<file path="src/rtl/video_stream_source_if.sv">
// Raster video bundle: frame / line / data-valid strobes,
// pixel byte and linear pixel index, driven by the source.
interface video_stream_source_if;
  logic        video_frame_valid;
  logic        video_line_valid;
  logic        video_data_valid;
  logic [7:0]  video_data_out;
  logic [19:0] video_address;

  modport master (
    output video_frame_valid,
    output video_line_valid,
    output video_data_valid,
    output video_data_out,
    output video_address
  );

  modport slave (
    input video_frame_valid,
    input video_line_valid,
    input video_data_valid,
    input video_data_out,
    input video_address
  );
endinterface

</file>
<file path="src/rtl/video_stream_source.sv">
// Raster video transmitter: timing FSM, frame-memory reader
// and test-pattern generator behind a 2-stage output pipe.
//
// Ports:
//   clk, reset      clock, synchronous active-high reset
//   start           one-cycle frame start (idle only)
//   continuous      repeat frames back-to-back while high
//   mode            00 mem, 01 hramp, 10 checker, 11 vramp
//   mem_addr        frame-memory read address
//   mem_rdata       memory data, one cycle after mem_addr
//   busy            high from accepted start to frame end
//   frame_done      one-cycle pulse when frame valid drops
//   vid             video stream (master side)
module video_stream_source #(
  parameter int H_ACTIVE = 702,
  parameter int V_ACTIVE = 288,
  parameter int H_BLANK  = 162,
  parameter int V_BLANK  = 24
) (
  input  logic        clk,
  input  logic        reset,
  input  logic        start,
  input  logic        continuous,
  input  logic [1:0]  mode,
  output logic [19:0] mem_addr,
  input  logic [7:0]  mem_rdata,
  output logic        busy,
  output logic        frame_done,
  video_stream_source_if.master vid
);

  localparam int LINE = H_ACTIVE + H_BLANK;

  localparam logic [9:0] H_LAST  = 10'(LINE - 1);
  localparam logic [9:0] HB      = 10'(H_BLANK);
  localparam logic [7:0] HB8     = 8'(H_BLANK);
  localparam logic [9:0] VB_LAST = 10'(V_BLANK - 1);
  localparam logic [9:0] VA_LAST = 10'(V_ACTIVE - 1);

  typedef enum logic [1:0] {
    S_IDLE,
    S_VBLANK,
    S_ACTIVE
  } state_t;

  // With no vertical blanking a frame opens straight
  // into its first active line.
  localparam state_t S_FIRST =
    (V_BLANK == 0) ? S_ACTIVE : S_VBLANK;

  // Stage 0: timing state
  state_t      r_state;
  logic [9:0]  r_h;
  logic [9:0]  r_v;
  logic [19:0] r_addr;
  logic [1:0]  r_mode;
  logic        r_busy;

  logic w_line_end;
  logic w_pix;
  logic w_last;

  assign w_line_end = (r_h == H_LAST);
  assign w_pix      = (r_state == S_ACTIVE) && (r_h >= HB);
  assign w_last     = w_pix && w_line_end &&
                      (r_v == VA_LAST);

  always_ff @(posedge clk) begin
    if (reset) begin
      r_state <= S_IDLE;
      r_h     <= '0;
      r_v     <= '0;
      r_addr  <= '0;
      r_mode  <= '0;
      r_busy  <= 1'b0;
    end else begin
      unique case (r_state)
        S_IDLE: begin
          if (start) begin
            r_state <= S_FIRST;
            r_h     <= '0;
            r_v     <= '0;
            r_addr  <= '0;
            r_mode  <= mode;
            r_busy  <= 1'b1;
          end
        end
        S_VBLANK: begin
          if (w_line_end) begin
            r_h <= '0;
            if (r_v == VB_LAST) begin
              r_v     <= '0;
              r_state <= S_ACTIVE;
            end else begin
              r_v <= r_v + 10'd1;
            end
          end else begin
            r_h <= r_h + 10'd1;
          end
        end
        S_ACTIVE: begin
          // Running pixel index replaces y*H_ACTIVE+x.
          if (w_pix) r_addr <= r_addr + 20'd1;
          if (w_line_end) begin
            r_h <= '0;
            r_v <= r_v + 10'd1;
          end else begin
            r_h <= r_h + 10'd1;
          end
          if (w_last) begin
            r_v    <= '0;
            r_addr <= '0;
            if (continuous) begin
              r_state <= S_FIRST;
              r_mode  <= mode;
            end else begin
              r_state <= S_IDLE;
              r_busy  <= 1'b0;
            end
          end
        end
        default: r_state <= S_IDLE;
      endcase
    end
  end

  assign mem_addr = r_addr;
  assign busy     = r_busy;

  // Stage 1: control aligned with the memory read.
  // Only the low bytes of x/y feed the patterns.
  logic        r_s1_fa;
  logic        r_s1_la;
  logic [7:0]  r_s1_x;
  logic [7:0]  r_s1_y;
  logic [19:0] r_s1_addr;
  logic [1:0]  r_s1_mode;
  logic        r_s1_last;

  always_ff @(posedge clk) begin
    if (reset) begin
      r_s1_fa   <= 1'b0;
      r_s1_la   <= 1'b0;
      r_s1_x    <= '0;
      r_s1_y    <= '0;
      r_s1_addr <= '0;
      r_s1_mode <= '0;
      r_s1_last <= 1'b0;
    end else begin
      r_s1_fa   <= (r_state == S_ACTIVE);
      r_s1_la   <= w_pix;
      r_s1_x    <= r_h[7:0] - HB8;
      r_s1_y    <= r_v[7:0];
      r_s1_addr <= r_addr;
      // Mode travels with the pixel so a frame
      // boundary never retags pixels in flight.
      r_s1_mode <= r_mode;
      r_s1_last <= w_last;
    end
  end

  logic [7:0] w_pat;

  always_comb begin
    w_pat = '0;
    unique case (r_s1_mode)
      2'b00: w_pat = mem_rdata;
      2'b01: w_pat = r_s1_x;
      2'b10: w_pat = (r_s1_x[3] ^ r_s1_y[3]) ?
                     8'hFF : 8'h00;
      2'b11: w_pat = r_s1_y;
    endcase
  end

  // Stage 2: port registers
  logic        r_fv;
  logic        r_lv;
  logic        r_dv;
  logic [7:0]  r_data;
  logic [19:0] r_vaddr;
  logic        r_s2_last;
  logic        r_done;

  always_ff @(posedge clk) begin
    if (reset) begin
      r_fv      <= 1'b0;
      r_lv      <= 1'b0;
      r_dv      <= 1'b0;
      r_data    <= '0;
      r_vaddr   <= '0;
      r_s2_last <= 1'b0;
      r_done    <= 1'b0;
    end else begin
      r_fv      <= r_s1_fa;
      r_lv      <= r_s1_la;
      r_dv      <= r_s1_la;
      r_data    <= r_s1_la ? w_pat : 8'h00;
      r_vaddr   <= r_s1_la ? r_s1_addr : 20'h0;
      r_s2_last <= r_s1_last;
      // Lands one cycle after the last pixel, where
      // frame valid drops at the ports.
      r_done    <= r_s2_last;
    end
  end

  assign frame_done = r_done;

  assign vid.video_frame_valid = r_fv;
  assign vid.video_line_valid  = r_lv;
  assign vid.video_data_valid  = r_dv;
  assign vid.video_data_out    = r_data;
  assign vid.video_address     = r_vaddr;

endmodule

</file>
<file path="src/flat_wrapper.sv">
// flat-port wrapper written by rule: the top's interface ports become plain ports
module video_stream_source_flat 
#(
  parameter int H_ACTIVE = 702,
  parameter int V_ACTIVE = 288,
  parameter int H_BLANK  = 162,
  parameter int V_BLANK  = 24
)
  (clk, reset, start, continuous, mode, mem_addr, mem_rdata, busy, frame_done, vid_video_frame_valid, vid_video_line_valid, vid_video_data_valid, vid_video_data_out, vid_video_address);
  video_stream_source_if vid_i ();
  input  logic clk;
  input  logic reset;
  input  logic start;
  input  logic continuous;
  input  logic [1:0] mode;
  output logic [19:0] mem_addr;
  input  logic [7:0] mem_rdata;
  output logic busy;
  output logic frame_done;
  output wire logic [$bits(vid_i.video_frame_valid)-1:0] vid_video_frame_valid;
  output wire logic [$bits(vid_i.video_line_valid)-1:0] vid_video_line_valid;
  output wire logic [$bits(vid_i.video_data_valid)-1:0] vid_video_data_valid;
  output wire logic [$bits(vid_i.video_data_out)-1:0] vid_video_data_out;
  output wire logic [$bits(vid_i.video_address)-1:0] vid_video_address;
  assign vid_video_frame_valid = vid_i.video_frame_valid;
  assign vid_video_line_valid = vid_i.video_line_valid;
  assign vid_video_data_valid = vid_i.video_data_valid;
  assign vid_video_data_out = vid_i.video_data_out;
  assign vid_video_address = vid_i.video_address;
  video_stream_source #(.H_ACTIVE(H_ACTIVE), .V_ACTIVE(V_ACTIVE), .H_BLANK(H_BLANK), .V_BLANK(V_BLANK)) u_core (.clk(clk), .reset(reset), .start(start), .continuous(continuous), .mode(mode), .mem_addr(mem_addr), .mem_rdata(mem_rdata), .busy(busy), .frame_done(frame_done), .vid(vid_i));
endmodule
</file>
<file path="config.mk">
export PLATFORM = sky130hd
export DESIGN_NAME = video_stream_source_flat
export DESIGN_NICKNAME = d
export VERILOG_FILES = /design/src/rtl/video_stream_source_if.sv /design/src/rtl/video_stream_source.sv /design/src/flat_wrapper.sv
export SDC_FILE = /design/constraint.sdc
export NUM_CORES = 1
export LEC_CHECK = 0
export CAP_MARGIN = 20
export CORE_ASPECT_RATIO = 1.5
export CORE_MARGIN = 2
export CORE_UTILIZATION = 45
export DETAILED_ROUTE_END_ITERATION = 10
export PLACE_DENSITY = 0.68
export SLEW_MARGIN = 0
export SYNTH_ARGS = -nofsm -noshare
export SYNTH_HDL_FRONTEND = slang
export SYNTH_SLANG_ARGS = --single-unit
</file>
<file path="constraint.sdc">
create_clock -name clk -period 2.3 [get_ports clk]
set_clock_uncertainty 0.15 [all_clocks]
set_input_delay 0.46 -clock clk [delete_from_list [all_inputs] [get_ports clk]]
set_output_delay 0.46 -clock clk [all_outputs]
set_load 0.03 [all_outputs]
</file>
After elaboration in Yosys (flattened, before gate mapping). Index checks and enable logic that the tools add are counted.

Register bits: 118. Input port bits: 14. Logic and storage cells: 86.

Add/subtract/negate cells: 4. Order comparisons: 1. Eq/ne operators: 16. Multiplexer cells: 28. Bitwise gates (word level): 2. Reduce and logical (&&, ||, !) cells: 16.

Operator list (count): $mux 10 (6); $mux 20 (3); $pmux 20 s2 (1); $pmux 8 s4 (1); $pmux 10 s3 (1); $add 10x1->10 const B (2); $add 20x1->20 const B (1); $pmux 10 s2 (1); $reduce_and 4->1 (4); $mux 2 (7); $eq 10x10->1 const B (1); $eq 10x5->1 const B (1); $eq 10x9->1 const B (1); $ge 10x8->1 const B (1); $mux 8 (1); $sub 8x8->8 const B (1); $eq 2x2->1 const B (3); $ne 2x1->1 const B (3); $ne 2x2->1 const B (3); $ne 3x1->1 const B (2); $pmux 2 s3 (1); $eq 2x1->1 const B (2); $logic_not 2->1 (2); $mux 1 (4); 10 further kinds (14).

Longest topological paths before layout.
Depth in word-level cells: 6. Gate-level depth with buffers: 9. Mapped depth without buffers: 7.

Least setup slack after synthesis. No wires, ideal clock.

Kind: register to register. Start: register u_core.r_addr[0] (netlist: u_core.mem_addr[0]). End: register u_core.r_addr[16] (netlist: u_core.mem_addr[16]). Setup time: 0.115 ns. Arrival time: 1.882 ns. Required time: 2.035 ns. Path slack: 0.153 ns. Stages on the path, launching flop included: 7. Buffers on the path: 0. Period minus slack after synthesis: 2.147 ns. Path through: dfxtp_1 > ha_1 > nand4_1 > or3_1 > a2111oi_2 > xnor2_1 > nor2_1.

Word-level cells in the longest chain between the ends: 4.

Ends and longest elaborated chain: start, declared (RTL line video_stream_source.sv:55) `logic [19:0] r_addr;`; start signal, assigned (RTL line video_stream_source.sv:103) `if (w_pix) r_addr <= r_addr + 20'd1;`; $add 20x1->20 (RTL line video_stream_source.sv:103); $mux 20 (RTL line video_stream_source.sv:103); $mux 20 (RTL line video_stream_source.sv:110) `if (w_last) begin`; $pmux 20 s2 (RTL line video_stream_source.sv:77) `unique case (r_state)`.

Every way passes these cells. The select of a mux whose other input is x is not followed. A chain may end at the register's enable or synchronous reset.

Final worst setup path.
Start: register u_core.r_addr[2] (netlist: u_core.mem_addr[2]). End: output port mem_addr[2].

RTL lines: end, declared (RTL line flat_wrapper.sv:16) `output logic [19:0] mem_addr;`.

No word-level cell between the ends.

==> impl_metrics.yaml <==
logic_synthesis:
  seq_area_frac_synth_pct: 48.34
  synth-compound-area-share_pct: 16.00
  synthAdderAreaFrac_pct: 2.560
  synth_cells: 497
  yosys.area_share.simple_pct: 22.56
  yosysWarnings: 0
  synth_xor_area_share_pct: 6.272
  muxShareOfSynthArea_pct: 0.4352
  async_flop_share_pct: 0
  synth_top_family_by_area: "simple AND/OR/NAND/NOR gates"
  synth_flop_cell: "dfxtp_1"
  yosys_register_bits: 118
  syn_area_um2: 4887
  synth_edf_count: 0
  synth_cell_types: 64
  synth_area_per_cell_um2: 9.833
  syn-num-nets: 521
clock_tree:
  clkTransAtPathRegs_ns: 0.05
  holdBufCountCts: 0
  clock_latency_ns: 0.41
  cts-htree-levels: 4
  cts-resized-gates: 0
  clockRootBuffer: "clkbuf_16"
  cts_tree: "done"
  post_cts_buffers: 0
  cts.sinks: 118
  cts_buffers: 17
  clockBufferDepth: 2
sta:
  drv_slew: 0
  hold_viol: 0
  fmax_ghz: 0.4559
  finalCritPeriodShare_pct: 95.37
  rsz0062_at_grt: "false"
  relSlewSlack_pct: 55.97
  layout_min_cycle_time_ns: 2.194
  finalWorstSetupSlack_ns: 0.1064
  worstMarginPinSlew_ns: 0.6604
  whs_ns: 0.2721
  setup-violations-final: 0
global_routing:
  antenna_found_initial: 0
  grt_pass1_wl_mm: 18.71
  grt_use_total_pct: 20.65
  grt_overflow_total: 0
  grt_start_max_net_pins: 64
  grt_pass1_vias: 3862
pwr:
  leakage_nw: 2.257
  ir_drop_mv: 0.4751
  power.density_nw_per_um2: 894.2
floorplan:
  rows: 46
  die_w_um: 89.09
  die_area_um2: 11730
  die_y_um: 131.6
  core-area_um2: 10590
  initial_core_util_pct: 46.15
  ios: 67
worst_setup_path:
  r2r-start: "u_core.r_h[0]"
  crit_chain: "clkdlybuf4s50_1"
  cp_top_family: "buffers and inverters"
  crit_arrival_ns: 1.58
  r2r-end: "u_core.r_v[0]"
  start_kind: "flip-flop"
  reg2reg_depth: 6
  crit_required_ns: 1.69
  slowest_delay_ns: 0.73
  crit_fanout: 8
  startpoint: "u_core.mem_addr[2]"
  cp-endpoint: "mem_addr[2]"
  cp_slowest_cell: "clkdlybuf4s50_1"
  cp-end-kind: "primary output"
  reg2reg_slack_ns: 0.12
  path_buf_inv: 1
  crit_type: "flip-flop to primary output"
  worstSetupPathDepth: 1
placed_design:
  numPortBuffers: 66
  hpwlAfterDp_mm: 8.103
  post-place-ws_ns: -0.09865
  gp_congestion: 0.8778
final_layout:
  multi_input_area_um2: 2349
  final_net_count: 608
  final_cell_mix: "dfxtp_1, clkdlybuf4s50_1, nor2b_1"
  fillers: 954
  drive_gt1_share_pct: 13.90
  diodes: 0
  area_growth_pct: 30.88
  mostFrequentLayoutCell: "dfxtp_1"
  regArea_um2: 2362
detailed_routing:
  drcViolationCount: 0
  detailedRoute.firstIterationViolations: 186
  num_vias: 3834
  firstDrtPassIters: 5
  drt_wl_total_mm: 11.20
  antenna_left: 0
  wl_per_cell_um: 15.11
  vias_per_cell: 5.174
run:
  cap_violations: 0
min_path:
  hold_class: "flip-flop to flip-flop"
run_status:
  status: "finished clean"
## synthesized netlist by cell type, types with 4 or more instances
cell type    n  area share, %
nor3_1      13            1.3
a21oi_1     16            1.6
ha_1        10            2.6
nor4_1       4           0.51
nor2_1      40            3.1
and4_1       4           0.72
a211oi_1    26            4.0
o31ai_1      4           0.61
dfxtp_1    118             48
nand4_1      6           0.77
xnor2_1     35            6.3
a2111oi_0    5           0.90
inv_1       15            1.2
nand3_1     14            1.4
o21ai_0     12            1.2
nor2b_1     41            5.2
nand2_1     32            2.5
clkbuf_1    12           0.92
buf_2        5           0.51
and2_1      20            2.6
## cells by family after synthesis
group,Yosys count
compound gates,94
simple gates,198
mux,2
fa+ha+maj,10
buf+inv,40
xor+xnor,35
flops,118
## how the worst min path moves through the flow
stage	startpoint	to	slack, ns	cells past startpoint
after floorplan	u_core.r_s1_addr[0]	u_core.vid.video_address[0]	0.26	1
after global placement	u_core.r_s1_addr[5]	u_core.vid.video_address[5]	0.26	1
after detailed placement	u_core.r_s1_addr[12]	u_core.vid.video_address[12]	0.26	1
after CTS	u_core.r_s1_addr[1]	u_core.vid.video_address[1]	0.28	1
after global routing	u_core.r_s1_addr[12]	u_core.vid.video_address[12]	0.29	1
final	u_core.r_s1_addr[12]	u_core.vid.video_address[12]	0.27	1
## cell type report
class | count | share of cell area (%)
inverter | 15 | 0.8803
multi-input combinational | 339 | 36.72
clock inverter | 11 | 1.585
clock buffer | 21 | 7.199
timing repair buffer | 93 | 13.87
sequential | 118 | 36.93
tap | 144 | 2.817
## layer usage
metal | share of wire (%) | up-vias | global-route usage, %
li1 | - | 1920 | -
met1 | 39 | 1807 | 22.54
met2 | 55 | 88 | 36.26
met3 | 3.4 | 19 | 5.716
met4 | 2.4 | 0 | 8.541
met5 | 0 | - | 0
## per-stage QoR
stage	total power (W)	utilization, %	instance area (µm²)	TNS (ns)	cells
CTS	0.005743	60.26	6381	0	741
global route	0.005972	60.40	6396	0	741
finish	0.005720	60.40	6396	0	741
global placement	0.003253	54.95	5819	-0.1297	709
floorplan	0.002903	-	4887	0	497
detailed placement	0.003273	54.95	5819	-0.4026	709
## report_power, final
part	leakage [nW]	total (W)	internal [W]	switching [W]
clock network	0.254	0.00247	0.00154	0.000935
registers	0.954	0.00217	0.00211	0.0000571
logic	1.05	0.00108	0.000435	0.000644
## registers in the layout, summed over array words and instances (netlist names), 2 cells and up
signal / count
u_core.mem_addr: 20
u_core.r_s1_addr: 20
u_core.vid.video_address: 20
u_core.r_h: 10
u_core.r_v: 10
u_core.r_s1_x: 8
u_core.r_s1_y: 8
u_core.vid.video_data_out: 8
u_core.r_mode: 2
u_core.r_s1_mode: 2
u_core.r_state: 2
Power figures use the tool's default switching activity.
